$ cat config.mk
export PLATFORM = sky130hd
export DESIGN_NAME = mc_controller
export DESIGN_NICKNAME = d
export VERILOG_FILES = /design/src/rtl/mc_controller.sv
export SDC_FILE = /design/constraint.sdc
export NUM_CORES = 1
export LEC_CHECK = 0
export ABC_AREA = 1
export CAP_MARGIN = 20
export CORE_ASPECT_RATIO = 0.5
export CORE_MARGIN = 2
export CORE_UTILIZATION = 40
export CTS_BUF_LIST = sky130_fd_sc_hd__clkbuf_8
export DETAILED_ROUTE_END_ITERATION = 8
export PLACE_DENSITY = 0.81
export SLEW_MARGIN = 25
export SYNTH_ARGS = -nofsm -noshare
export SYNTH_HDL_FRONTEND = slang
export SYNTH_SLANG_ARGS = --single-unit
export TNS_END_PERCENT = 100
$ cat constraint.sdc
create_clock -name clk -period 1.91 [get_ports clk]
set_input_delay 0.4775 -clock clk [delete_from_list [all_inputs] [get_ports clk]]
set_output_delay 0.4775 -clock clk [all_outputs]
set_load 0.005 [all_outputs]
$ cat src/rtl/mc_controller.sv
// rtl/mc_controller.sv - multi-cycle RV32I control FSM with memory wait states, bus timeout and sticky trap
module mc_controller #(
  parameter int MEM_WAIT = 1,
  parameter int TIMEOUT  = 16,
  parameter int CNT_W    = 5
) (
  input  logic        clk,
  input  logic        rst_n,
  input  logic [31:0] instr,
  input  logic        zero,
  input  logic        lt,
  input  logic        ltu,
  input  logic        mem_ready,
  output logic        pc_write,
  output logic        ir_write,
  output logic        adr_src,
  output logic        mem_read,
  output logic        mem_write,
  output logic        reg_write,
  output logic [1:0]  result_src,
  output logic [1:0]  alu_src_a,
  output logic [1:0]  alu_src_b,
  output logic [2:0]  imm_src,
  output logic [3:0]  alu_control,
  output logic        trap,
  output logic [3:0]  state_o
);

  localparam logic [3:0] ALU_ADD              = 4'd0;
  localparam logic [3:0] ALU_SUB              = 4'd1;
  localparam logic [3:0] ALU_SHIFTL           = 4'd2;
  localparam logic [3:0] ALU_LESS_THAN_SIGNED = 4'd3;
  localparam logic [3:0] ALU_LESS_THAN        = 4'd4;
  localparam logic [3:0] ALU_XOR              = 4'd5;
  localparam logic [3:0] ALU_SHIFTR           = 4'd6;
  localparam logic [3:0] ALU_SHIFTR_ARITH     = 4'd7;
  localparam logic [3:0] ALU_OR               = 4'd8;
  localparam logic [3:0] ALU_AND              = 4'd9;

  localparam logic [2:0] EXT_IMM_I = 3'd0;
  localparam logic [2:0] EXT_IMM_S = 3'd1;
  localparam logic [2:0] EXT_IMM_B = 3'd2;
  localparam logic [2:0] EXT_IMM_U = 3'd3;
  localparam logic [2:0] EXT_IMM_J = 3'd4;

  localparam logic [6:0] OPC_LOAD   = 7'b0000011;
  localparam logic [6:0] OPC_STORE  = 7'b0100011;
  localparam logic [6:0] OPC_OP     = 7'b0110011;
  localparam logic [6:0] OPC_OP_IMM = 7'b0010011;
  localparam logic [6:0] OPC_JAL    = 7'b1101111;
  localparam logic [6:0] OPC_BRANCH = 7'b1100011;
  localparam logic [6:0] OPC_LUI    = 7'b0110111;

  localparam bit TO_EN = (MEM_WAIT != 0) && (TIMEOUT > 0);

  typedef enum logic [3:0] {
    S_IDLE     = 4'd0,
    S_FETCH    = 4'd1,
    S_DECODE   = 4'd2,
    S_MEMADR   = 4'd3,
    S_MEMREAD  = 4'd4,
    S_MEMWB    = 4'd5,
    S_MEMWRITE = 4'd6,
    S_EXEC_R   = 4'd7,
    S_EXEC_I   = 4'd8,
    S_ALUWB    = 4'd9,
    S_JAL      = 4'd10,
    S_BRANCH   = 4'd11,
    S_LUI      = 4'd12,
    S_TRAP     = 4'd13
  } state_t;

  state_t           state, state_next;
  logic [CNT_W-1:0] wait_cnt;
  logic [6:0]       opcode;
  logic [2:0]       funct3;
  logic             rdy;
  logic             in_mem;
  logic             timeout_hit;
  logic             taken;
  logic             branch_bad;
  logic [2:0]       imm_sel;
  logic             unused_instr;

  assign opcode       = instr[6:0];
  assign funct3       = instr[14:12];
  assign unused_instr = ^{instr[31], instr[29:15], instr[11:7]};
  assign state_o      = state;

  assign rdy         = (MEM_WAIT == 0) || mem_ready;
  assign in_mem      = (state == S_FETCH) || (state == S_MEMREAD) || (state == S_MEMWRITE);
  assign timeout_hit = TO_EN && in_mem && !rdy && (wait_cnt == CNT_W'(TIMEOUT - 1));

  function automatic logic [3:0] alu_op(input logic [2:0] f3, input logic alt);
    case (f3)
      3'b000:  alu_op = alt ? ALU_SUB : ALU_ADD;
      3'b001:  alu_op = ALU_SHIFTL;
      3'b010:  alu_op = ALU_LESS_THAN_SIGNED;
      3'b011:  alu_op = ALU_LESS_THAN;
      3'b100:  alu_op = ALU_XOR;
      3'b101:  alu_op = alt ? ALU_SHIFTR_ARITH : ALU_SHIFTR;
      3'b110:  alu_op = ALU_OR;
      default: alu_op = ALU_AND;
    endcase
  endfunction

  always_comb begin
    imm_sel = EXT_IMM_I;
    case (opcode)
      OPC_STORE:  imm_sel = EXT_IMM_S;
      OPC_BRANCH: imm_sel = EXT_IMM_B;
      OPC_LUI:    imm_sel = EXT_IMM_U;
      OPC_JAL:    imm_sel = EXT_IMM_J;
      default:    imm_sel = EXT_IMM_I;
    endcase
  end

  // funct3 010/011 are not branches; they fall through to TRAP
  always_comb begin
    taken      = 1'b0;
    branch_bad = 1'b0;
    case (funct3)
      3'b000:  taken = zero;
      3'b001:  taken = !zero;
      3'b100:  taken = lt;
      3'b101:  taken = !lt;
      3'b110:  taken = ltu;
      3'b111:  taken = !ltu;
      default: branch_bad = 1'b1;
    endcase
  end

  always_ff @(posedge clk or negedge rst_n) begin
    if (!rst_n) begin
      state    <= S_IDLE;
      wait_cnt <= '0;
    end else begin
      state <= state_next;
      if (state_next != state) begin
        wait_cnt <= '0;
      end else if (TO_EN && in_mem && !rdy) begin
        wait_cnt <= wait_cnt + CNT_W'(1);
      end
    end
  end

  always_comb begin
    state_next  = state;
    pc_write    = 1'b0;
    ir_write    = 1'b0;
    adr_src     = 1'b0;
    mem_read    = 1'b0;
    mem_write   = 1'b0;
    reg_write   = 1'b0;
    result_src  = 2'b00;
    alu_src_a   = 2'b00;
    alu_src_b   = 2'b00;
    imm_src     = 3'd0;
    alu_control = ALU_ADD;
    trap        = 1'b0;

    if (state != S_IDLE && state != S_TRAP) begin
      imm_src = imm_sel;
    end

    case (state)
      S_IDLE: begin
        state_next = S_FETCH;
      end
      S_FETCH: begin
        mem_read   = 1'b1;
        alu_src_b  = 2'b10;
        result_src = 2'b10;
        ir_write   = rdy;
        pc_write   = rdy;
        if (rdy) state_next = S_DECODE;
      end
      S_DECODE: begin
        alu_src_a = 2'b01;
        alu_src_b = 2'b01;
        case (opcode)
          OPC_LOAD, OPC_STORE: state_next = S_MEMADR;
          OPC_OP:              state_next = S_EXEC_R;
          OPC_OP_IMM:          state_next = S_EXEC_I;
          OPC_JAL:             state_next = S_JAL;
          OPC_BRANCH:          state_next = S_BRANCH;
          OPC_LUI:             state_next = S_LUI;
          default:             state_next = S_TRAP;
        endcase
      end
      S_MEMADR: begin
        alu_src_a  = 2'b10;
        alu_src_b  = 2'b01;
        state_next = opcode[5] ? S_MEMWRITE : S_MEMREAD;
      end
      S_MEMREAD: begin
        adr_src  = 1'b1;
        mem_read = 1'b1;
        if (rdy) state_next = S_MEMWB;
      end
      S_MEMWB: begin
        result_src = 2'b01;
        reg_write  = 1'b1;
        state_next = S_FETCH;
      end
      S_MEMWRITE: begin
        adr_src   = 1'b1;
        mem_write = 1'b1;
        if (rdy) state_next = S_FETCH;
      end
      S_EXEC_R: begin
        alu_src_a   = 2'b10;
        alu_src_b   = 2'b00;
        alu_control = alu_op(funct3, instr[30]);
        state_next  = S_ALUWB;
      end
      S_EXEC_I: begin
        alu_src_a   = 2'b10;
        alu_src_b   = 2'b01;
        alu_control = alu_op(funct3, (funct3 == 3'b101) && instr[30]);
        state_next  = S_ALUWB;
      end
      S_ALUWB: begin
        reg_write  = 1'b1;
        state_next = S_FETCH;
      end
      S_JAL: begin
        alu_src_a  = 2'b01;
        alu_src_b  = 2'b10;
        pc_write   = 1'b1;
        state_next = S_ALUWB;
      end
      S_BRANCH: begin
        alu_src_a   = 2'b10;
        alu_src_b   = 2'b00;
        alu_control = ALU_SUB;
        pc_write    = taken;
        state_next  = branch_bad ? S_TRAP : S_FETCH;
      end
      S_LUI: begin
        alu_src_a  = 2'b11;
        alu_src_b  = 2'b01;
        state_next = S_ALUWB;
      end
      S_TRAP: begin
        trap = 1'b1;
      end
      default: begin
        state_next = S_TRAP;
      end
    endcase

    if (timeout_hit) state_next = S_TRAP;
  end

endmodule

==> results of run 1 <==
## through the flow
step / instances / setup WS (ns) / TNS [ns] / area (um^2)
2_1_floorplan: 209 / 0.226 / 0 / 1120
3_3_place_gp: 333 / -0.637 / -6.71 / 1920
3_5_place_dp: 333 / -0.698 / -7.28 / 1920
4_1_cts: 350 / -0.199 / -0.419 / 2190
## timing repair
| action | 4_1_cts |
|---|---|
| pin swaps | 15 |
| resized for setup | 121 |
| setup buffers | 14 |
| setup endpoints to repair | 25 |
## cell usage after synthesis
cell type / n
inv_1: 35
nand3_2: 3
dfrtp_1: 9
nor2_2: 3
nor4_1: 1
mux2i_1: 1
nand2_1: 65
o21ai_0: 11
a21oi_1: 3
nand3b_1: 2
ha_1: 2
nor3_1: 8
nor2_1: 42
nand4_1: 3
nand2_2: 2
nand3_1: 14
nor3_2: 1
xor2_1: 2
and3_1: 1
xnor2_1: 1
## cell families after synthesis
group	Yosys count
buffers and inverters	35
AOI/OAI and AO/OA	14
and+or+nand+nor	145
adders and majority gates	2
muxes	1
DFF	9
xor gates and xnor gates	3
## per-layer routing
metal	GRT usage	overflow
met5	0.0333	0
met3	0.379	0
met2	0.897	3
met1	0.547	0
met4	0.697	1
==> flow_metrics.py, run 1 <==
metrics = {
    "synth": {
        "synth_xor_area_frac": 0.0235,
        "ys_seq_area_frac": 0.202,
        "syn_nets": 249,
        "synth_top_family_by_area": "simple AND/OR/NAND/NOR gates",
        "syn_area_um2": 1120,
        "synth-compound-area-share": 0.0627,
        "synthMuxAreaShare": 0.00896,
        "synth_cells": 209,
        "synth_cell_type_count": 20,
        "yosys.area_share.simple": 0.563,
        "yosysWarnings": 0,
        "synth_seq_cells": 9,
        "synth_top_area_frac": 0.218,
        "avgSynthCellArea_um2": 5.35,
        "post_synth_fa_ha_maj_area_fraction": 0.0224,
        "synth_largest_area_cell": "nand2_1",
        "synthTopCellsByArea": "nand2_1 22%, dfrtp_1 20%, nor2_1 14%",
    },
    "global_route": {
        "grt_max_degree": 10,
        "grtUsageTotal": 0.592,
        "grt_overflow_total": 4,
    },
    "cts": {
        "cts_max_path_buffers": 2,
        "holdBufCountCts": 0,
        "cts-root-buf": "clkbuf_8",
        "cts_num_sinks": 9,
        "cts-buffers-inserted": 3,
        "cts_max_level": 1,
    },
    "die": {
        "initial_core_util": 0.427,
        "num_rows": 13,
        "dieWidth_um": 78.7,
        "boundaryPins": 62,
        "fp.dieH_um": 41.4,
    },
    "place": {
        "portBuffers": 40,
        "gp_congestion": 0.950,
        "dp_hpwl_um": 2900,
    },
    "run_status": {
        "last-stage-reached": "global routing (5_1_grt)",
        "firstError": "[ERROR GRT-0232] Routing congestion too high. Check the congestion heatmap in the GUI.",
        "status": "did not finish",
    },
    "timing": {
        "endpoint_type": "top-level output",
        "worst_endpoint": "alu_control[1]",
    },
}
==> inputs of run 2 (changes only) <==
--- a/config.mk
+++ b/config.mk
@@ -7,12 +7,10 @@
 export LEC_CHECK = 0
 export ABC_AREA = 1
 export CAP_MARGIN = 20
-export CORE_ASPECT_RATIO = 0.5
 export CORE_MARGIN = 2
-export CORE_UTILIZATION = 40
-export CTS_BUF_LIST = sky130_fd_sc_hd__clkbuf_8
+export CORE_UTILIZATION = 25
 export DETAILED_ROUTE_END_ITERATION = 8
-export PLACE_DENSITY = 0.81
+export PLACE_DENSITY_LB_ADDON = 0.15
 export SLEW_MARGIN = 25
 export SYNTH_ARGS = -nofsm -noshare
 export SYNTH_HDL_FRONTEND = slang
==> run 2 against run 1 <==
- the flow now finishes, with violations (negative setup slack)
- synthesized cell count stayed put
- synthesized area did not move
==> flow_metrics.py, run 2 <==
metrics = {
    "die": {
        "initial_core_util": 0.258,
        "core_area_um2": 4320,
        "fp.dieH_um": 70.9,
        "num_rows": 24,
        "dieWidth_um": 70.9,
        "fp.dieArea_um2": 5020,
        "boundaryPins": 62,
    },
    "setup_path": {
        "cp-start-kind": "flop",
        "cp.required_ns": 1.43,
        "critical_path_arrival_ns": 1.56,
        "path_max_fanout": 3,
        "worstSetupPathType": "flop to output port",
        "end_kind": "output port",
        "critPathLaunch": "state_o[2]$_DFF_PN0_",
        "r2r-start": "state_o[2]$_DFF_PN0_",
    },
    "synth": {
        "synth_most_common_cell": "nand2_1",
        "synth_cells": 209,
        "synthTopCellsByArea": "nand2_1 22%, dfrtp_1 20%, nor2_1 14%",
        "synth_seq_cells": 9,
        "synth-main-ff-cell": "dfrtp_1",
        "syn_area_um2": 1120,
        "synth_edf_count": 0,
        "ys_seq_area_frac": 0.202,
        "synth_commonest_cells": "65 x nand2_1, 42 x nor2_1, 35 x inv_1",
        "synth_top_area_frac": 0.218,
        "yosysWarnings": 0,
        "async_reset_ff_frac": 1.00,
        "avgSynthCellArea_um2": 5.35,
        "synth_cell_type_count": 20,
        "synth_largest_area_cell": "nand2_1",
        "syn_nets": 249,
    },
    "layout": {
        "drive_gt1_frac": 0.578,
        "largest_register_ffs": 5,
        "top_register": "wait_cnt",
        "final_common_cell": "buf_4",
        "final_cells": 391,
        "nets": 380,
        "diodes": 0,
        "area_delta_synth_final_pct": 136,
        "layout_common_cells": "71 x buf_4, 43 x nand2_1, 23 x nor2_1, 21 x inv_1, 16 x nand2_2",
    },
    "power": {
        "leakage_nw": 1.46,
        "power_frac_seq": 0.102,
        "p_switching_mw": 1.37,
        "intPower_mw": 1.73,
        "vdd_drop_max_uv": 377,
        "clock_power_share": 0.068,
        "p_per_area_nw_per_um2": 1180,
        "pwr-share-comb": 0.830,
        "switching_share": 0.442,
    },
    "detailed_routing": {
        "drt-initial-drc-count": 66,
        "drc_errors": 0,
        "final_antenna_net_count": 0,
        "finalWirelength_um": 4840,
        "vias": 1791,
        "dr.pass1.iters": 4,
        "wl_per_cell_um": 12.4,
        "drt-vias-per-instance": 4.58,
    },
    "global_route": {
        "antenna_found_initial": 0,
        "busiest_layer": "met2",
        "gr-usage-met2": 0.322,
        "grt_pass1_wl_um": 7270,
        "met1_usage": 0.225,
        "grt_max_degree": 10,
        "grtUsageTotal": 0.175,
        "first_global_vias": 1687,
        "grt_overflow_total": 0,
        "gr-usage-met3": 0.0114,
    },
    "cts": {
        "cts-root-buf": "clkbuf_8",
        "cts_max_level": 1,
        "holdBufCountCts": 0,
        "cts_num_sinks": 9,
        "clkTransAtPathRegs_ns": 0.04,
        "cts_max_path_buffers": 2,
        "clkLatencyLatePin_ns": 0.22,
        "cts_tree": "yes",
        "cts-buffers-inserted": 3,
    },
    "place": {
        "gp_congestion": 0.877,
        "dp_hpwl_um": 2980,
        "pre_cts_slack_ns": -0.677,
        "dp_cells": 355,
        "portBuffers": 40,
    },
    "timing": {
        "grt_setup_unrepaired": "true",
        "relSlewSlack": 0.737,
        "fin_setup_tns_ns": -1.03,
        "period_minus_slack_ns": 2.04,
        "skew_ns": 0.00226,
        "finalMaxSlewViolations": 0,
        "period_share": 1.07,
        "setup_slack_ns": -0.125,
        "finalHoldViolations": 0,
        "tightest_slew_ns": 0.394,
        "setup_violations": 15,
        "fmax_mhz": 491,
        "hold-worst-slack_ns": 0.546,
    },
    "run_status": {
        "status": "finished, violations left",
        "violations": "negative setup slack",
    },
    "min_path": {
        "hold_path.class": "input pin to async pin",
    },
    "job": {
        "max-cap-violations": 0,
    },
}
[run 2: area by class of cell]
type,instances,area (um^2)
Inverter,35,144
Fill cell,397,1690
Clock buffer,4,45.0
Multi-Input combinational cell,165,1110
Tap cell,52,65.1
Timing Repair Buffer,126,1050
Sequential cell,9,230
[run 2: through the flow]
| step | instance area [um^2] | power [mW] | util |
|---|---|---|---|
| global route | 2640 | 3.31 | 0.610 |
| floorplan | 1120 | 0.905 | - |
| detailed placement | 1990 | 1.81 | 0.460 |
| CTS | 2390 | 2.60 | 0.552 |
| finish | 2640 | 3.11 | 0.610 |
| global placement | 1990 | 1.82 | 0.460 |
[run 2: cell families (layout without fill, tap and decap cells)]
family | after synthesis | count (layout) | share of synthesized area
buffers and inverters | 35 | 165 | 0.118
and+or+nand+nor | 145 | 145 | 0.563
muxes | 1 | 1 | 0.00896
xor gates and xnor gates | 3 | 3 | 0.0235
AOI/OAI and AO/OA | 14 | 14 | 0.0627
adders and majority gates | 2 | 2 | 0.0224
DFF | 9 | 9 | 0.202
[run 2: path summary, 6_finish.rpt]
check	to	slack, ns	cells past startpoint
max	mem_read	-0.13	8
min	wait_cnt[0]$_DFFE_PN0P_	0.55	1
max reg2reg	wait_cnt[4]$_DFFE_PN0P_	-0.09	14
min reg2reg	wait_cnt[2]$_DFFE_PN0P_	0.60	3
max in group asynchronous	state_o[1]$_DFF_PN0_	1.06	1
min in group clk	wait_cnt[2]$_DFFE_PN0P_	0.60	3
[run 2: per-layer routing]
layer,share of wire,wire (um)
met1,0.42,2030
met2,0.54,2620
met3,0.034,165
met4,0.0048,23
met5,0,0
[run 2: what timing repair did]
action,in CTS,in global routing
gates resized for setup,150,68
pin swaps,20,28
endpoints found under the hold margin,0,0
setup buffers,17,17
setup endpoints to repair,25,26
cloned,0,0
[run 2: critical path: stages (launching register included)]
cell	delay (ns)
dfrtp_2	0.44
buf_6	0.14
buf_12	0.12
nor2_4	0.12
nand3_4	0.09
buf_6	0.13
buf_6	0.11
o21ai_2	0.05
buf_2	0.13
[run 2: power by group through the flow]
stage,logic (mW),clock network (mW),registers [mW]
finish,2.58,0.210,0.318
CTS,2.07,0.217,0.313
global placement,1.53,0,0.287
global route,2.77,0.224,0.320
detailed placement,1.53,0,0.285
floorplan,0.615,0,0.290
No activity file was read; power rests on OpenSTA's default activity.
==> inputs of run 3 (changes only) <==
--- a/config.mk
+++ b/config.mk
@@ -11,6 +11,7 @@
 export CORE_UTILIZATION = 25
 export DETAILED_ROUTE_END_ITERATION = 8
 export PLACE_DENSITY_LB_ADDON = 0.15
+export SKIP_LAST_GASP = 1
 export SLEW_MARGIN = 25
 export SYNTH_ARGS = -nofsm -noshare
 export SYNTH_HDL_FRONTEND = slang
==> run 3 against run 2 <==
- the run still ends with negative setup slack left
- fmax is 4.5% lower
- sequential power hardly changed
- sequential share of layout area is 0.36 points higher
- design area is 4.0% lower
- critical path depth is 4 lower
- combinational power is 9.3% lower
- setup slack worse by 0.097 ns
- clock power hardly changed
- sequential cell count stayed put
- clock-buffer cell count stayed put
- non-clock buffer count is 5 lower
- critical path type is now input pin to output port
- critical endpoint is now ir_write
==> flow_metrics.py, run 3 (same netlist as run 2, synthesis figures left out) <==
metrics = {
    "run_status": {
        "status": "finished, violations left",
        "violations": "negative setup slack",
    },
    "setup_path": {
        "r2r_setup_slack_ns": -0.11,
        "cp.required_ns": 1.43,
        "r2r_end": "wait_cnt[1]$_DFFE_PN0P_",
        "path_max_fanout": 3,
        "r2r-start": "state_o[2]$_DFF_PN0_",
        "cp-start-kind": "input pin",
        "worstSetupPathType": "input pin to output port",
        "critical-path-max-stage-delay_ns": 0.53,
        "critPathMostFrequentCell": "clkdlybuf4s50_1",
        "rr_worst_depth": 14,
        "end_kind": "output port",
        "crit_chain": "clkdlybuf4s50_1 > nand2_2 > inv_1 > clkdlybuf4s50_1",
        "critPathSlowestCell": "clkdlybuf4s50_1",
        "critical_path_arrival_ns": 1.65,
    },
    "power": {
        "p_switching_mw": 1.25,
        "leakage_nw": 1.42,
        "switching_share": 0.435,
        "pwr-share-comb": 0.817,
        "p_per_area_nw_per_um2": 1130,
        "vdd_drop_max_uv": 390,
        "clock_power_share": 0.073,
        "power_mw": 2.86,
        "power_frac_seq": 0.110,
        "intPower_mw": 1.62,
    },
    "detailed_routing": {
        "drt-initial-drc-count": 56,
        "dr.pass1.iters": 5,
        "finalWirelength_um": 4430,
        "drc_errors": 0,
        "vias": 1750,
        "drt-vias-per-instance": 4.53,
        "final_antenna_net_count": 0,
        "wl_per_cell_um": 11.5,
    },
    "die": {
        "initial_core_util": 0.258,
        "fp.dieArea_um2": 5020,
        "num_rows": 24,
        "boundaryPins": 62,
        "dieWidth_um": 70.9,
        "fp.dieH_um": 70.9,
        "core_area_um2": 4320,
    },
    "min_path": {
        "hold_path.class": "input pin to async pin",
    },
    "layout": {
        "post-route-util": 0.586,
        "layout_common_cells": "65 x buf_4, 45 x nand2_1, 26 x nor2_1, 22 x inv_1, 15 x nand2_2",
        "drive_gt1_frac": 0.545,
        "area_delta_synth_final_pct": 127,
        "final_common_cell": "buf_4",
        "nets": 375,
        "largest_register_ffs": 5,
        "diodes": 0,
        "top_register": "wait_cnt",
    },
    "global_route": {
        "grt_overflow_total": 0,
        "grt_pass1_wl_um": 7360,
        "grt_max_degree": 10,
        "first_global_vias": 1713,
        "antenna_found_initial": 0,
        "grtUsageTotal": 0.177,
    },
    "timing": {
        "setup_slack_ns": -0.222,
        "relSlewSlack": 0.735,
        "tightest_slew_ns": 0.397,
        "setup_violations": 16,
        "skew_ns": 0.00123,
        "fmax_mhz": 469,
        "finalMaxSlewViolations": 0,
        "finalHoldViolations": 0,
        "period_share": 1.12,
        "grt_setup_unrepaired": "true",
        "period_minus_slack_ns": 2.13,
    },
    "cts": {
        "cts_num_sinks": 9,
        "clkLatencyLatePin_ns": 0.22,
        "holdBufCountCts": 0,
        "cts_tree": "yes",
        "cts-root-buf": "clkbuf_8",
        "clkTransAtPathRegs_ns": 0.04,
        "cts-buffers-inserted": 3,
        "cts_max_level": 1,
        "cts_max_path_buffers": 2,
    },
    "place": {
        "gp_congestion": 0.877,
        "dp_hpwl_um": 2980,
        "portBuffers": 40,
    },
    "job": {
        "max-cap-violations": 0,
    },
}
run 3: worst max path at each step:
| stage | startpoint | end | slack (ns) | cells after the start |
|---|---|---|---|---|
| floorplan | wait_cnt[0]$_DFFE_PN0P_ | wait_cnt[0]$_DFFE_PN0P_ | 0.23 | 10 |
| global placement | instr[12] | pc_write | -0.67 | 10 |
| detailed placement | instr[13] | pc_write | -0.68 | 9 |
| CTS | state_o[1]$_DFF_PN0_ | alu_control[3] | -0.24 | 6 |
| global route | state_o[3]$_DFF_PN0_ | ir_write | -0.28 | 6 |
| finish | mem_ready | ir_write | -0.22 | 4 |
run 3: through the flow:
stage / TNS [ns] / cells / instance area (um^2) / hold slack (ns) / setup WS [ns]
after global routing: -3.06 / 386 / 2530 / 0.586 / -0.282
after floorplan: 0 / 209 / 1120 / 0.182 / 0.226
after CTS: -2.28 / 376 / 2380 / 0.556 / -0.243
after detailed placement: -7.62 / 355 / 1990 / 0.573 / -0.677
final: -1.40 / 386 / 2530 / 0.548 / -0.222
after global placement: -7.74 / 355 / 1990 / 0.575 / -0.667
run 3: what timing repair did:
item / in CTS / in global routing
setup buffers: 17 / 11
setup endpoints to repair: 25 / 27
pin swaps: 18 / 22
gates resized for setup: 128 / 64
gates cloned: 0 / 0
run 3: cell type report:
cell class	instances	area (um^2)
Sequential cell	9	230
Inverter	35	139
Timing Repair Buffer	121	1010
Clock buffer	4	45.0
Multi-Input combinational cell	165	1040
Fill cell	412	1790
Tap cell	52	65.1
run 3: power by group through the flow:
stage / Clock, mW / Sequential [mW] / Combinational [mW]
2_1_floorplan: 0 / 0.290 / 0.615
3_3_place_gp: 0 / 0.287 / 1.53
3_5_place_dp: 0 / 0.285 / 1.53
4_1_cts: 0.217 / 0.313 / 2.05
5_1_grt: 0.222 / 0.318 / 2.54
6_report: 0.210 / 0.315 / 2.34
run 3: worst max-delay path, delay by kind of cell:
kind / cells / cell delay [ns]
buffers and inverters: 3 / 1.08
and+or+nand+nor: 1 / 0.10
run 3: metal layers:
| layer | up-vias | track usage | share of wire |
|---|---|---|---|
| met3 | 8 | 0.0114 | 0.023 |
| met4 | 0 | 0.0419 | 0.019 |
| met2 | 37 | 0.329 | 0.52 |
| li1 | 908 | - | - |
| met1 | 797 | 0.223 | 0.44 |
| met5 | - | 0 | 0 |
==> inputs of run 4 (changes only) <==
--- a/config.mk
+++ b/config.mk
@@ -5,11 +5,12 @@
 export SDC_FILE = /design/constraint.sdc
 export NUM_CORES = 1
 export LEC_CHECK = 0
-export ABC_AREA = 1
+export ABC_AREA = 0
 export CAP_MARGIN = 20
 export CORE_MARGIN = 2
 export CORE_UTILIZATION = 25
 export DETAILED_ROUTE_END_ITERATION = 8
+export DONT_BUFFER_PORTS = 1
 export PLACE_DENSITY_LB_ADDON = 0.15
 export SKIP_LAST_GASP = 1
 export SLEW_MARGIN = 25
==> run 4 against run 3 <==
- wire length is 12% lower
- largest cell class unchanged
- synthesized cell count is 18% lower
- setup slack improved by 0.12 ns
- largest power group unchanged
- synthesized area up 8.5%
- the flow still finishes with violations (negative setup slack)
- total power fell by 15%
- worst hold slack better by 0.016 ns
- utilization fell by 20 points
- fmax increased by 6.0%
==> flow_metrics.py, run 4 <==
metrics = {
    "timing": {
        "finalHoldViolations": 0,
        "setup_slack_ns": -0.101,
        "fmax_mhz": 497,
        "tightest_slew_ns": 0.439,
        "fin_setup_tns_ns": -0.273,
        "hold-worst-slack_ns": 0.564,
        "period_share": 1.05,
        "finalMaxSlewViolations": 0,
        "skew_ns": 0.00354,
        "setup_violations": 6,
        "grt_setup_unrepaired": "true",
        "period_minus_slack_ns": 2.01,
        "relSlewSlack": 0.706,
    },
    "synth": {
        "synth-main-ff-cell": "dfrtp_1",
        "synth_top_area_frac": 0.186,
        "async_reset_ff_frac": 1.00,
        "synth_seq_cells": 9,
        "syn_nets": 211,
        "synth_cells": 171,
        "syn_area_um2": 1210,
        "synth_most_common_cell": "nor2_1",
        "yosysWarnings": 0,
        "synthTopCellsByArea": "dfrtp_1 19%, nor2_1 8.0%, a21oi_1 5.8%",
        "avgSynthCellArea_um2": 7.09,
        "synth_cell_type_count": 48,
        "synth_largest_area_cell": "dfrtp_1",
        "synth_commonest_cells": "26 x nor2_1, 14 x a21oi_1, 10 x nand2_1, 10 x nor3_1, 10 x o21ai_0",
        "synth_edf_count": 0,
        "ys_seq_area_frac": 0.186,
    },
    "cts": {
        "cts_num_sinks": 9,
        "cts_tree": "yes",
        "cts-root-buf": "clkbuf_8",
        "cts-buffers-inserted": 3,
        "cts_max_level": 1,
        "clkTransAtPathRegs_ns": 0.05,
        "clkLatencyLatePin_ns": 0.23,
        "cts_max_path_buffers": 2,
    },
    "layout": {
        "layout_common_cells": "34 x buf_4, 20 x nor2_1, 12 x a21oi_1, 8 x nor3_1, 8 x nand2_1",
        "final_cells": 258,
        "nets": 245,
        "top_register": "wait_cnt",
        "final_common_cell": "buf_4",
        "finalInstanceArea_um2": 1800,
        "largest_register_ffs": 5,
        "area_delta_synth_final_pct": 48.6,
        "diodes": 0,
        "post-route-util": 0.384,
        "drive_gt1_frac": 0.431,
    },
    "setup_path": {
        "critical-path-max-stage-delay_ns": 0.37,
        "worstSetupPathType": "flop to flop",
        "cp-start-kind": "flop",
        "r2r_setup_slack_ns": -0.10,
        "end_kind": "flop",
        "critical_path_arrival_ns": 2.16,
        "cp.required_ns": 2.06,
        "critPathSlowestCell": "dfrtp_1",
        "path_max_fanout": 5,
        "path_buf_inv": 0,
        "crit_chain": "ha_2 > and3_4 > ha_4 > nor2_4 > a32oi_4 > a211o_1 > o21ai_2 > o2111ai_4 > a211oi_2",
        "worst_path_dominant_cell_family": "compound AO/OA/AOI/OAI gates",
    },
    "detailed_routing": {
        "dr.pass1.iters": 4,
        "finalWirelength_um": 3880,
        "wl_per_cell_um": 15.0,
        "vias": 1400,
        "drt-vias-per-instance": 5.43,
        "drt-initial-drc-count": 58,
        "final_antenna_net_count": 0,
        "drc_errors": 0,
    },
    "job": {
        "max-cap-violations": 0,
    },
    "die": {
        "fp.dieH_um": 73.6,
        "boundaryPins": 62,
        "fp.dieArea_um2": 5420,
        "initial_core_util": 0.258,
        "dieWidth_um": 73.6,
        "core_area_um2": 4690,
        "num_rows": 25,
    },
    "place": {
        "portBuffers": 0,
        "pre_cts_slack_ns": -0.237,
        "gp_congestion": 0.768,
        "placed_area_um2": 1450,
        "dp_hpwl_um": 2820,
        "dp_cells": 239,
    },
    "power": {
        "leakage_nw": 0.716,
        "p_per_area_nw_per_um2": 1350,
        "vdd_drop_max_uv": 384,
        "power_mw": 2.43,
    },
    "global_route": {
        "first_global_vias": 1261,
        "grt_pass1_wl_um": 5670,
        "grt_overflow_total": 0,
        "antenna_found_initial": 0,
        "grtUsageTotal": 0.132,
        "grt_max_degree": 13,
    },
    "min_path": {
        "hold_path.class": "input pin to flop",
    },
    "run_status": {
        "status": "finished, violations left",
        "violations": "negative setup slack",
    },
}
run 4: kinds of logic after synthesis:
group           count (synthesis)  synth area share
simple gates                   79             0.352
compound gates                 52             0.294
buf+inv                        20            0.0784
flops                           9             0.186
xor+xnor                        6            0.0433
mux                             3            0.0258
fa+ha+maj                       2            0.0206
run 4: power by group:
| part | switching [mW] | internal [mW] |
|---|---|---|
| logic | 0.944 | 0.940 |
| clock network | 0.0741 | 0.145 |
| registers | 0.0833 | 0.248 |
| total | 1.10 | 1.33 |
run 4: path summary, 6_finish.rpt:
kind	from	cells after the start	to
max	wait_cnt[1]$_DFFE_PN0P_	9	wait_cnt[4]$_DFFE_PN0P_
min	mem_ready	3	state_o[3]$_DFF_PN0_
max reg2reg	wait_cnt[1]$_DFFE_PN0P_	9	wait_cnt[4]$_DFFE_PN0P_
min reg2reg	wait_cnt[4]$_DFFE_PN0P_	2	wait_cnt[4]$_DFFE_PN0P_
max in group asynchronous	rst_n	1	state_o[0]$_DFF_PN0_
min in group asynchronous	rst_n	1	wait_cnt[4]$_DFFE_PN0P_
run 4: layer usage:
| layer | part of all wire | vias up | GRT usage |
|---|---|---|---|
| li1 | - | 677 | - |
| met1 | 0.44 | 666 | 0.177 |
| met2 | 0.50 | 55 | 0.224 |
| met3 | 0.062 | 2 | 0.0110 |
| met4 | 0.0046 | 0 | 0.0364 |
| met5 | 0 | - | 0 |
run 4: layout make-up:
| type | instances | area [um^2] |
|---|---|---|
| Fill cell | 492 | 2890 |
| Multi-Input combinational cell | 142 | 1070 |
| Timing Repair Buffer | 45 | 377 |
| Tap cell | 54 | 67.6 |
| Inverter | 4 | 15.0 |
| Clock buffer | 4 | 45.0 |
| Sequential cell | 9 | 230 |
run 4: repair_timing:
action	4_1_cts	5_1_grt
hold buffers	1	0
gates resized for setup	15	32
buffers inserted	2	12
endpoints found under the hold margin	9	0
pin swaps	13	15
setup endpoints to repair	20	25
run 4: worst reg2reg max path: stages, from the launching register on:
cell and delay (ns):
dfrtp_1 0.37, ha_2 0.19, and3_4 0.15, ha_4 0.18, nor2_4 0.13, a32oi_4 0.12
a211o_1 0.26, o21ai_2 0.19, o2111ai_4 0.16, a211oi_2 0.17
